`src/rtl/fetch_unit_if.sv`:
```
// Fetch unit bus bundle: instruction-memory request/response port plus the decode-side
// instruction port with its pre-sliced fields and next-PC select/target.
interface fetch_unit_if;
  logic        imem_req_valid;
  logic        imem_req_ready;
  logic [31:0] imem_req_addr;
  logic        imem_resp_valid;
  logic [31:0] imem_resp_data;
  logic        instr_valid;
  logic        instr_ready;
  logic [31:0] instr;
  logic [31:0] pc_out;
  logic [6:0]  opcode;
  logic [4:0]  rd;
  logic [2:0]  func3;
  logic [4:0]  rs1;
  logic [4:0]  rs2;
  logic [6:0]  func7;
  logic [1:0]  PC_genrator_sel;
  logic [31:0] target_addr;

  modport master (
    output imem_req_valid, imem_req_addr,
    input  imem_req_ready, imem_resp_valid, imem_resp_data,
    output instr_valid, instr, pc_out, opcode, rd, func3, rs1, rs2, func7,
    input  instr_ready, PC_genrator_sel, target_addr
  );

  modport slave (
    input  imem_req_valid, imem_req_addr,
    output imem_req_ready, imem_resp_valid, imem_resp_data,
    input  instr_valid, instr, pc_out, opcode, rd, func3, rs1, rs2, func7,
    output instr_ready, PC_genrator_sel, target_addr
  );
endinterface

```
`src/rtl/fetch_unit.sv`:
```
// Instruction fetch: one outstanding imem request, 2-entry {pc, word} buffer, redirect on taken branch/jalr.
// Head valid the cycle after the response; requests stall while buffer + in-flight would exceed 2.
module fetch_unit #(
  parameter logic [31:0] RESET_PC = 32'h0000_0000
) (
  input  logic         clk,
  input  logic         reset,
  fetch_unit_if.master bus
);

  typedef enum logic {S_FETCH, S_WAIT} state_t;

  state_t      r_state;
  logic [31:0] r_next_pc;
  logic [31:0] r_req_pc;
  logic [31:0] r_tgt_pc;
  logic        r_tgt_vld;
  logic        r_outstanding;
  logic        r_discard;
  logic [31:0] r_fifo_pc   [2];
  logic [31:0] r_fifo_word [2];
  logic        r_head;
  logic        r_tail;
  logic [1:0]  r_count;

  logic        w_req_valid;
  logic        w_req_fire;
  logic        w_instr_valid;
  logic        w_pop;
  logic        w_redirect;
  logic        w_resp_fire;
  logic        w_push;
  logic [31:0] w_target;
  logic [31:0] w_instr;

  assign w_req_valid   = !reset && (r_state == S_FETCH) &&
                         (({1'b0, r_count} + {2'b00, r_outstanding}) < 3'd2);
  assign w_req_fire    = w_req_valid && bus.imem_req_ready;
  assign w_instr_valid = !reset && (r_count != 2'd0);
  assign w_pop         = w_instr_valid && bus.instr_ready;
  assign w_redirect    = w_pop && ((bus.PC_genrator_sel == 2'b01) || (bus.PC_genrator_sel == 2'b10));
  assign w_resp_fire   = (r_state == S_WAIT) && r_outstanding && bus.imem_resp_valid;
  assign w_push        = w_resp_fire && !r_discard;
  assign w_target      = bus.target_addr & ~32'h3;
  assign w_instr       = w_instr_valid ? r_fifo_word[r_head] : 32'h0;

  assign bus.imem_req_valid = w_req_valid;
  assign bus.imem_req_addr  = reset ? 32'h0 : r_next_pc;
  assign bus.instr_valid    = w_instr_valid;
  assign bus.instr          = w_instr;
  assign bus.pc_out         = w_instr_valid ? r_fifo_pc[r_head] : 32'h0;
  assign bus.opcode         = w_instr[6:0];
  assign bus.rd             = w_instr[11:7];
  assign bus.func3          = w_instr[14:12];
  assign bus.rs1            = w_instr[19:15];
  assign bus.rs2            = w_instr[24:20];
  assign bus.func7          = w_instr[31:25];

  always_ff @(posedge clk) begin
    if (reset) begin
      r_state       <= S_FETCH;
      r_next_pc     <= RESET_PC;
      r_req_pc      <= 32'h0;
      r_tgt_pc      <= 32'h0;
      r_tgt_vld     <= 1'b0;
      r_outstanding <= 1'b0;
      r_discard     <= 1'b0;
      r_head        <= 1'b0;
      r_tail        <= 1'b0;
      r_count       <= 2'd0;
      for (int i = 0; i < 2; i++) begin
        r_fifo_pc[i]   <= 32'h0;
        r_fifo_word[i] <= 32'h0;
      end
    end else begin
      case (r_state)
        S_FETCH: begin
          if (w_req_fire) begin
            r_state       <= S_WAIT;
            r_outstanding <= 1'b1;
            r_req_pc      <= r_next_pc;
          end
        end
        S_WAIT: begin
          if (w_resp_fire) begin
            r_state       <= S_FETCH;
            r_outstanding <= 1'b0;
          end
        end
        default: r_state <= S_FETCH;
      endcase

      // A stalled request must keep its address, so a redirect seen while it is
      // pending is parked in r_tgt_pc and applied when the request is accepted.
      if (w_req_fire) begin
        if (w_redirect)     r_next_pc <= w_target;
        else if (r_tgt_vld) r_next_pc <= r_tgt_pc;
        else                r_next_pc <= r_next_pc + 32'd4;
        r_tgt_vld <= 1'b0;
      end else if (w_redirect) begin
        if (w_req_valid) begin
          r_tgt_pc  <= w_target;
          r_tgt_vld <= 1'b1;
        end else begin
          r_next_pc <= w_target;
        end
      end

      if (w_redirect && (w_req_valid || (r_outstanding && !w_resp_fire)))
        r_discard <= 1'b1;
      else if (w_resp_fire)
        r_discard <= 1'b0;

      if (w_redirect) begin
        r_count <= 2'd0;
        r_head  <= 1'b0;
        r_tail  <= 1'b0;
      end else begin
        if (w_push) begin
          r_fifo_pc[r_tail]   <= r_req_pc;
          r_fifo_word[r_tail] <= bus.imem_resp_data;
          r_tail              <= ~r_tail;
        end
        if (w_pop) r_head <= ~r_head;
        case ({w_push, w_pop})
          2'b10:   r_count <= r_count + 2'd1;
          2'b01:   r_count <= r_count - 2'd1;
          default: r_count <= r_count;
        endcase
      end
    end
  end

endmodule
```
`src/flat_wrapper.sv`:
```
// flat-port wrapper written by rule: the top's interface ports become plain ports
module fetch_unit_flat 
#(
  parameter logic [31:0] RESET_PC = 32'h0000_0000
)
  (clk, reset, bus_imem_req_valid, bus_imem_req_addr, bus_imem_req_ready, bus_imem_resp_valid, bus_imem_resp_data, bus_instr_valid, bus_instr, bus_pc_out, bus_opcode, bus_rd, bus_func3, bus_rs1, bus_rs2, bus_func7, bus_instr_ready, bus_PC_genrator_sel, bus_target_addr);
  fetch_unit_if bus_i ();
  input  logic clk;
  input  logic reset;
  output wire logic [$bits(bus_i.imem_req_valid)-1:0] bus_imem_req_valid;
  output wire logic [$bits(bus_i.imem_req_addr)-1:0] bus_imem_req_addr;
  input wire logic [$bits(bus_i.imem_req_ready)-1:0] bus_imem_req_ready;
  input wire logic [$bits(bus_i.imem_resp_valid)-1:0] bus_imem_resp_valid;
  input wire logic [$bits(bus_i.imem_resp_data)-1:0] bus_imem_resp_data;
  output wire logic [$bits(bus_i.instr_valid)-1:0] bus_instr_valid;
  output wire logic [$bits(bus_i.instr)-1:0] bus_instr;
  output wire logic [$bits(bus_i.pc_out)-1:0] bus_pc_out;
  output wire logic [$bits(bus_i.opcode)-1:0] bus_opcode;
  output wire logic [$bits(bus_i.rd)-1:0] bus_rd;
  output wire logic [$bits(bus_i.func3)-1:0] bus_func3;
  output wire logic [$bits(bus_i.rs1)-1:0] bus_rs1;
  output wire logic [$bits(bus_i.rs2)-1:0] bus_rs2;
  output wire logic [$bits(bus_i.func7)-1:0] bus_func7;
  input wire logic [$bits(bus_i.instr_ready)-1:0] bus_instr_ready;
  input wire logic [$bits(bus_i.PC_genrator_sel)-1:0] bus_PC_genrator_sel;
  input wire logic [$bits(bus_i.target_addr)-1:0] bus_target_addr;
  assign bus_imem_req_valid = bus_i.imem_req_valid;
  assign bus_imem_req_addr = bus_i.imem_req_addr;
  assign bus_i.imem_req_ready = bus_imem_req_ready;
  assign bus_i.imem_resp_valid = bus_imem_resp_valid;
  assign bus_i.imem_resp_data = bus_imem_resp_data;
  assign bus_instr_valid = bus_i.instr_valid;
  assign bus_instr = bus_i.instr;
  assign bus_pc_out = bus_i.pc_out;
  assign bus_opcode = bus_i.opcode;
  assign bus_rd = bus_i.rd;
  assign bus_func3 = bus_i.func3;
  assign bus_rs1 = bus_i.rs1;
  assign bus_rs2 = bus_i.rs2;
  assign bus_func7 = bus_i.func7;
  assign bus_i.instr_ready = bus_instr_ready;
  assign bus_i.PC_genrator_sel = bus_PC_genrator_sel;
  assign bus_i.target_addr = bus_target_addr;
  fetch_unit #(.RESET_PC(RESET_PC)) u_core (.clk(clk), .reset(reset), .bus(bus_i));
endmodule
```
`config.mk`:
```
export PLATFORM = sky130hd
export DESIGN_NAME = fetch_unit_flat
export DESIGN_NICKNAME = d
export VERILOG_FILES = /design/src/rtl/fetch_unit_if.sv /design/src/rtl/fetch_unit.sv /design/src/flat_wrapper.sv
export SDC_FILE = /design/constraint.sdc
export NUM_CORES = 1
export LEC_CHECK = 0
export ABC_AREA = 1
export CORE_MARGIN = 1.5
export CORE_UTILIZATION = 40
export DETAILED_ROUTE_END_ITERATION = 16
export GPL_TIMING_DRIVEN = 0
export PLACE_DENSITY_LB_ADDON = 0.1
export SYNTH_ARGS = -nofsm -noshare
export SYNTH_HDL_FRONTEND = slang
export SYNTH_SLANG_ARGS = --single-unit
```
`constraint.sdc`:
```
create_clock -name clk -period 4.6 [get_ports clk]
set_input_delay 0.69 -clock clk [delete_from_list [all_inputs] [get_ports clk]]
set_output_delay 0.69 -clock clk [all_outputs]
set_load 0.05 [all_outputs]
```
# Word level (Yosys, flattened, before mapping)

Memory sizes are Yosys's and may differ from the RTL's. A register that Yosys moved wholly into a read port is not among the register bits.
Cells that the tools add are included.

Register bits after elaboration: 102
RAM bits: 128
Input bits: 71
Output and inout port bits: 130
Memories: 2

Add/sub/neg operators: 4
$lt $le $gt $ge: 1
Eq/ne operators: 7
Multiplexer cells: 32
Bitwise logic cells: 4
Reduce and logical (&&, ||, !) cells: 29

Memories:

| name               | words | width | rd ports | clocked after memory_dff | write ports | RTL line         | RTL |
|---|---|---|---|---|---|---|---|
| u_core.r_fifo_pc   | 2     | 32    | 1        | 1                        | 2           | fetch_unit.sv:20 | `logic [31:0] r_fifo_pc [2];` |
| u_core.r_fifo_word | 2     | 32    | 1        | 1                        | 2           | fetch_unit.sv:21 | `logic [31:0] r_fifo_word [2];` |

Operator list:

| operator                                                                      | count |
|---|---|
| 32-bit 2-to-1 mux                                                             | 10 |
| 32-bit OR reduction                                                           | 2 |
| 32-bit by 3-bit adder with 32-bit output (second input constant)              | 1 |
| 1-bit 2-to-1 mux                                                              | 19 |
| 1-bit logical AND                                                             | 11 |
| 2-bit AND reduction                                                           | 4 |
| 2-bit nonzero test                                                            | 4 |
| 2-bit by 1-bit equality test with 1-bit output (second input constant)        | 2 |
| 2-bit equality test (second input constant)                                   | 2 |
| 2-bit != test (second input constant)                                         | 2 |
| 1-bit inverter                                                                | 4 |
| 1-bit one-hot mux with 2 select lines                                         | 2 |
| 2-bit one-hot mux with 2 select lines                                         | 1 |
| 2-bit OR reduction                                                            | 2 |
| 2-bit by 1-bit adder with 3-bit output                                        | 1 |
| 1-bit logical NOT                                                             | 3 |
| 3-bit by 2-bit less-than comparator with 1-bit output (second input constant) | 1 |
| 3-bit AND reduction                                                           | 1 |
| 2-bit by 1-bit adder with 2-bit output (second input constant)                | 1 |
| 1-bit logical OR                                                              | 2 |
| 2-bit by 1-bit != test with 1-bit output (second input constant)              | 1 |
| 2-bit by 1-bit subtractor with 2-bit output (second input constant)           | 1 |

# Depth between registers and ports, before layout

Depth after elaboration: 9
Gate-level depth with buffers: 10
Mapped depth without buffers: 10

# Worst setup path after synthesis

OpenSTA, ideal clock, no wires.

Kind: input to register
Start: in reset
End: mem u_core.r_fifo_pc[0][10], enable pin
Arrival: 2,755 ps
Data required time: 3,923 ps
Path slack: 1,168 ps
Stages: 8
Cell sequence: buf_2 > nor3_4 > nand2_4 > inv_2 > nor2_2 > nand2_2 > buf_2 > nand2_1

RTL lines:

| item        | RTL line          | RTL |
|---|---|---|
| from (decl) | flat_wrapper.sv:9 | `input logic reset;` |
| to (decl)   | fetch_unit.sv:20  |  |

# Final worst setup path

Start: reg u_core.r_count[0]
End: out bus_opcode[2]

Longest elaborated chain between the ends: 3

RTL lines:

| item                   | RTL line           | RTL |
|---|---|---|
| from (decl)            | fetch_unit.sv:24   | `logic [1:0] r_count;` |
| from (signal assigned) | fetch_unit.sv:126  | `2'b10: r_count <= r_count + 2'd1;` |
| from (signal assigned) | fetch_unit.sv:127  | `2'b01: r_count <= r_count - 2'd1;` |
| from (signal assigned) | fetch_unit.sv:128  | `default: r_count <= r_count;` |
| 2-bit nonzero test     | fetch_unit.sv:39   | `assign w_instr_valid = !reset && (r_count != 2'd0);` |
| 1-bit logical AND      | fetch_unit.sv:39   |  |
| 32-bit 2-to-1 mux      | fetch_unit.sv:45   | `assign w_instr = w_instr_valid ? r_fifo_word[r_head] : 32'h0;` |
| to (decl)              | flat_wrapper.sv:18 | `output wire logic [$bits(bus_i.opcode)-1:0] bus_opcode;` |

No other way between the ends.

==> run_summary.xml <==
<?xml version="1.0" encoding="UTF-8"?>
<metrics>
  <group name="worst_setup_path">
    <metric name="cp-start-kind" unit="">register</metric>
    <metric name="crit_arrival" unit="ns">3.37</metric>
    <metric name="worstRegToRegCells" unit="">8</metric>
    <metric name="setup.worst_path.end_class" unit="">primary output</metric>
    <metric name="slowest_stage_cell_cp" unit="">sky130_fd_sc_hd__clkdlybuf4s50_1</metric>
    <metric name="crit_path_frequent_cell" unit="">sky130_fd_sc_hd__nor2_1</metric>
    <metric name="critical_path.top_delay_family" unit="">buffers and inverters</metric>
    <metric name="cp.buffers_inverters" unit="">4</metric>
    <metric name="max_fo_critical_path" unit="">10</metric>
    <metric name="cp_num_cells" unit="">7</metric>
    <metric name="timing.critical_path.required" unit="ns">3.91</metric>
    <metric name="setup.worst_path.class" unit="">register to primary output</metric>
    <metric name="worstPathCellList" unit="">nor2_1 -&gt; nor2_1 -&gt; clkbuf_1 -&gt; nand2_1 -&gt; inv_1 -&gt; buf_4 -&gt; clkdlybuf4s50_1</metric>
    <metric name="cp_slowest_stage_delay" unit="ns">0.78</metric>
  </group>
  <group name="die">
    <metric name="design.portCount" unit="">201</metric>
    <metric name="die_x" unit="um">169</metric>
    <metric name="core" unit="um2">27000</metric>
    <metric name="design.die.area" unit="um2">28600</metric>
    <metric name="rows" unit="">60</metric>
    <metric name="start_util" unit="%">40.8</metric>
    <metric name="die_height" unit="um">169</metric>
  </group>
  <group name="hold_path">
    <metric name="worstHoldPathType" unit="">register to register</metric>
    <metric name="hold-path-cell-count" unit="">2</metric>
  </group>
  <group name="sta">
    <metric name="fin_crit" unit="ns">4.06</metric>
    <metric name="slew-limit-headroom" unit="%">33.5</metric>
    <metric name="tightest_slew" unit="ns">0.994</metric>
    <metric name="final_report_hold_violation_count" unit="">0</metric>
    <metric name="fmax" unit="MHz">246</metric>
    <metric name="unrepaired_setup_endpoints_after_global_routing" unit="">false</metric>
    <metric name="finClkSkew" unit="ns">0.00844</metric>
    <metric name="setup_total_negative_slack" unit="ns">0</metric>
    <metric name="setup_viol" unit="">0</metric>
    <metric name="layout_worst_path_cycle_share" unit="%">88.4</metric>
    <metric name="final-max-slew-violation-count" unit="">0</metric>
  </group>
  <group name="clock_network">
    <metric name="tritoncts" unit="">built</metric>
    <metric name="tritoncts.num_buffers" unit="">25</metric>
    <metric name="cts_hold_repair.buffers" unit="">0</metric>
    <metric name="clk_pin_slew" unit="ns">0.06</metric>
    <metric name="clock_path_buffers" unit="">3</metric>
    <metric name="clock-sinks" unit="">223</metric>
    <metric name="ctsHtreeMaxLevel" unit="">1</metric>
    <metric name="cts_root_buffer" unit="">sky130_fd_sc_hd__clkbuf_16</metric>
    <metric name="cts_resized" unit="">0</metric>
    <metric name="worst_skew_late_latency" unit="ns">0.51</metric>
    <metric name="post_cts_setup_buffer_count" unit="">0</metric>
  </group>
  <group name="detailed_routing">
    <metric name="antenna_left" unit="">0</metric>
    <metric name="wirelength" unit="um">28700</metric>
    <metric name="first_pass_iters" unit="">5</metric>
    <metric name="drc_errors" unit="">0</metric>
    <metric name="dr_vias" unit="">9005</metric>
    <metric name="post_drt_via_cell_ratio" unit="">4.63</metric>
    <metric name="detail_route.iter0.violations" unit="">625</metric>
    <metric name="drt-wirelength-per-cell" unit="um">14.7</metric>
  </group>
  <group name="global_route">
    <metric name="grt_max_degree" unit="">63</metric>
    <metric name="grt_pass1_vias" unit="">8508</metric>
    <metric name="wire_length_of_the_first_global_routing_pass" unit="um">44500</metric>
    <metric name="grt.overflow.total" unit="">0</metric>
    <metric name="antenna_violations_before_repair" unit="">0</metric>
    <metric name="grt_use_total" unit="%">19.8</metric>
  </group>
  <group name="cells_and_area">
    <metric name="final_cells" unit="">1946</metric>
    <metric name="filler_cell_count" unit="">2615</metric>
    <metric name="design_area" unit="um2">14200</metric>
    <metric name="final_net_count" unit="">1660</metric>
    <metric name="area_growth_syn_to_layout" unit="%">28.7</metric>
    <metric name="most-common-layout-cells" unit="">sky130_fd_sc_hd__nor2_1, sky130_fd_sc_hd__inv_1, sky130_fd_sc_hd__nand2_1, sky130_fd_sc_hd__clkdlybuf4s50_1, sky130_fd_sc_hd__edfxtp_1</metric>
    <metric name="antenna-diode-count" unit="">0</metric>
    <metric name="layout_cell_share_with_drive_strength_beyond_1" unit="%">11.0</metric>
    <metric name="most_common_cell_after_layout_fill_and_taps_aside" unit="">sky130_fd_sc_hd__nor2_1</metric>
  </group>
  <group name="power">
    <metric name="p_leak" unit="nW">6.27</metric>
    <metric name="total_power" unit="mW">4.87</metric>
    <metric name="p_per_area" unit="nW/um2">343</metric>
    <metric name="irDropWorstVdd" unit="V">0.000202</metric>
  </group>
  <group name="placement">
    <metric name="globalplace.congestion" unit="">0.867</metric>
    <metric name="port_buffers" unit="">193</metric>
    <metric name="total_placed_instance_area" unit="um2">13400</metric>
    <metric name="dp_hpwl" unit="um">21200</metric>
    <metric name="placedCellCount" unit="">1901</metric>
  </group>
  <group name="synth">
    <metric name="number_of_distinct_standard_cells_referenced_by_the_synthesized_netlist" unit="">35</metric>
    <metric name="number_of_instances_in_the_synthesized_netlist" unit="">1364</metric>
    <metric name="top_cells_by_area_synth" unit="">sky130_fd_sc_hd__edfxtp_1, sky130_fd_sc_hd__dfxtp_1, sky130_fd_sc_hd__nor2_1</metric>
    <metric name="synth_top_area_share" unit="%">33.7</metric>
    <metric name="ys_seq_elements" unit="">223</metric>
    <metric name="summed_instance_area_of_the_synthesized_netlist" unit="um2">11000</metric>
    <metric name="synth.largest_area_cell" unit="">sky130_fd_sc_hd__edfxtp_1</metric>
    <metric name="warning_count_from_the_yosys_run" unit="">0</metric>
    <metric name="ys_seq_area_share" unit="%">51.7</metric>
    <metric name="syn_avg_cell_area" unit="um2">8.09</metric>
  </group>
  <group name="run">
    <metric name="max_cap_viol_count" unit="">0</metric>
  </group>
  <group name="status">
    <metric name="status" unit="">finished, final reports clean</metric>
  </group>
</metrics>
==> cell usage after synthesis, drive strengths merged <==
cell type / instances
a21oi: 85
a31oi: 1
buf: 65
clkbuf: 31
clkinv: 1
conb: 1
dfxtp: 99
edfxtp: 124
ha: 2
inv: 253
mux2: 62
nand2: 212
nand3: 42
nand4: 3
nor2: 297
nor3: 3
o211ai: 2
o21a: 1
o21ai: 44
o22ai: 31
or2: 1
xnor2: 1
xor2: 3
==> where the power goes <==
group	internal, mW	total (mW)	switching, mW
combinational	0.240	0.671	0.430
sequential	2.22	2.28	0.0691
clock	1.14	1.91	0.780
total	3.59	4.87	1.28
==> worst reg2reg max path, cell delays in order, from the launching register on <==
cell and delay [ns]:
sky130_fd_sc_hd__dfxtp_1 0.35, sky130_fd_sc_hd__nor2_1 0.23, sky130_fd_sc_hd__nor3_4 0.09, sky130_fd_sc_hd__nand2_4 0.18
sky130_fd_sc_hd__inv_2 0.11, sky130_fd_sc_hd__nor2_2 0.20, sky130_fd_sc_hd__nand3_2 0.28, sky130_fd_sc_hd__buf_2 0.31
sky130_fd_sc_hd__nand2_4 0.65
==> kinds of logic after synthesis <==
group / synth area share, %
AND/OR/NAND/NOR: 20.0
buffers and inverters: 13.4
flip-flops: 51.7
AO/OA/AOI/OAI: 7.97
multiplexers: 6.33
XOR/XNOR: 0.318
adder cells (fa/ha/maj): 0.227
other: 0.0340
==> layer usage <==
layer  track usage [%]  vias up  wire length [um]
li1                  -     4673                 -
met1              26.7     4054             13300
met2              33.6      244             13400
met3              2.60       34              1340
met4              5.50        0               646
met5                 0        -                 0
==> sequential cells by signal, summed over array words and instances (netlist names), named ones only <==
register	flops
u_core.r_count	2
u_core.r_discard	1
u_core.r_fifo_pc	60
u_core.r_fifo_word	64
u_core.r_head	1
u_core.r_next_pc	30
u_core.r_outstanding	1
u_core.r_req_pc	30
u_core.r_state	1
u_core.r_tail	1
u_core.r_tgt_pc	30
u_core.r_tgt_vld	1
==> worst paths after layout <==
check,start,endpoint,slack (ns)
min reg2reg,u_core.r_tgt_pc[2]$_SDFFE_PP0P_,u_core.r_tgt_pc[2]$_SDFFE_PP0P_,0.46
max reg2reg,u_core.r_count[0]$_SDFFE_PP0P_,u_core.r_fifo_word[1][3]$_SDFFCE_PN0P_,1.77
min,u_core.r_tgt_pc[2]$_SDFFE_PP0P_,u_core.r_tgt_pc[2]$_SDFFE_PP0P_,0.46
max,u_core.r_count[0]$_SDFFE_PP0P_,bus_opcode[2],0.54
==> through the flow <==
step                utilization (%)  setup WS [ns]  hold WS (ns)
floorplan                         -           1.17         0.429
CTS                            52.6          0.458         0.460
finish                         52.6          0.536         0.460
detailed placement             49.7          0.662         0.451
global route                   52.6          0.330         0.484
global placement               49.6         -0.557         0.444
==> area by class of cell <==
type / count / area, um2 / share of cell area [%]
Multi-Input combinational cell: 794 / 3880 / 27.3
Timing Repair Buffer: 193 / 1930 / 13.6
Clock buffer: 36 / 718 / 5.06
Clock inverter: 9 / 68.8 / 0.484
Sequential cell: 223 / 5710 / 40.2
Buffer: 96 / 527 / 3.71
Inverter: 254 / 953 / 6.71
Tap cell: 341 / 427 / 3.00
No activity file was read; power rests on OpenSTA's default activity.
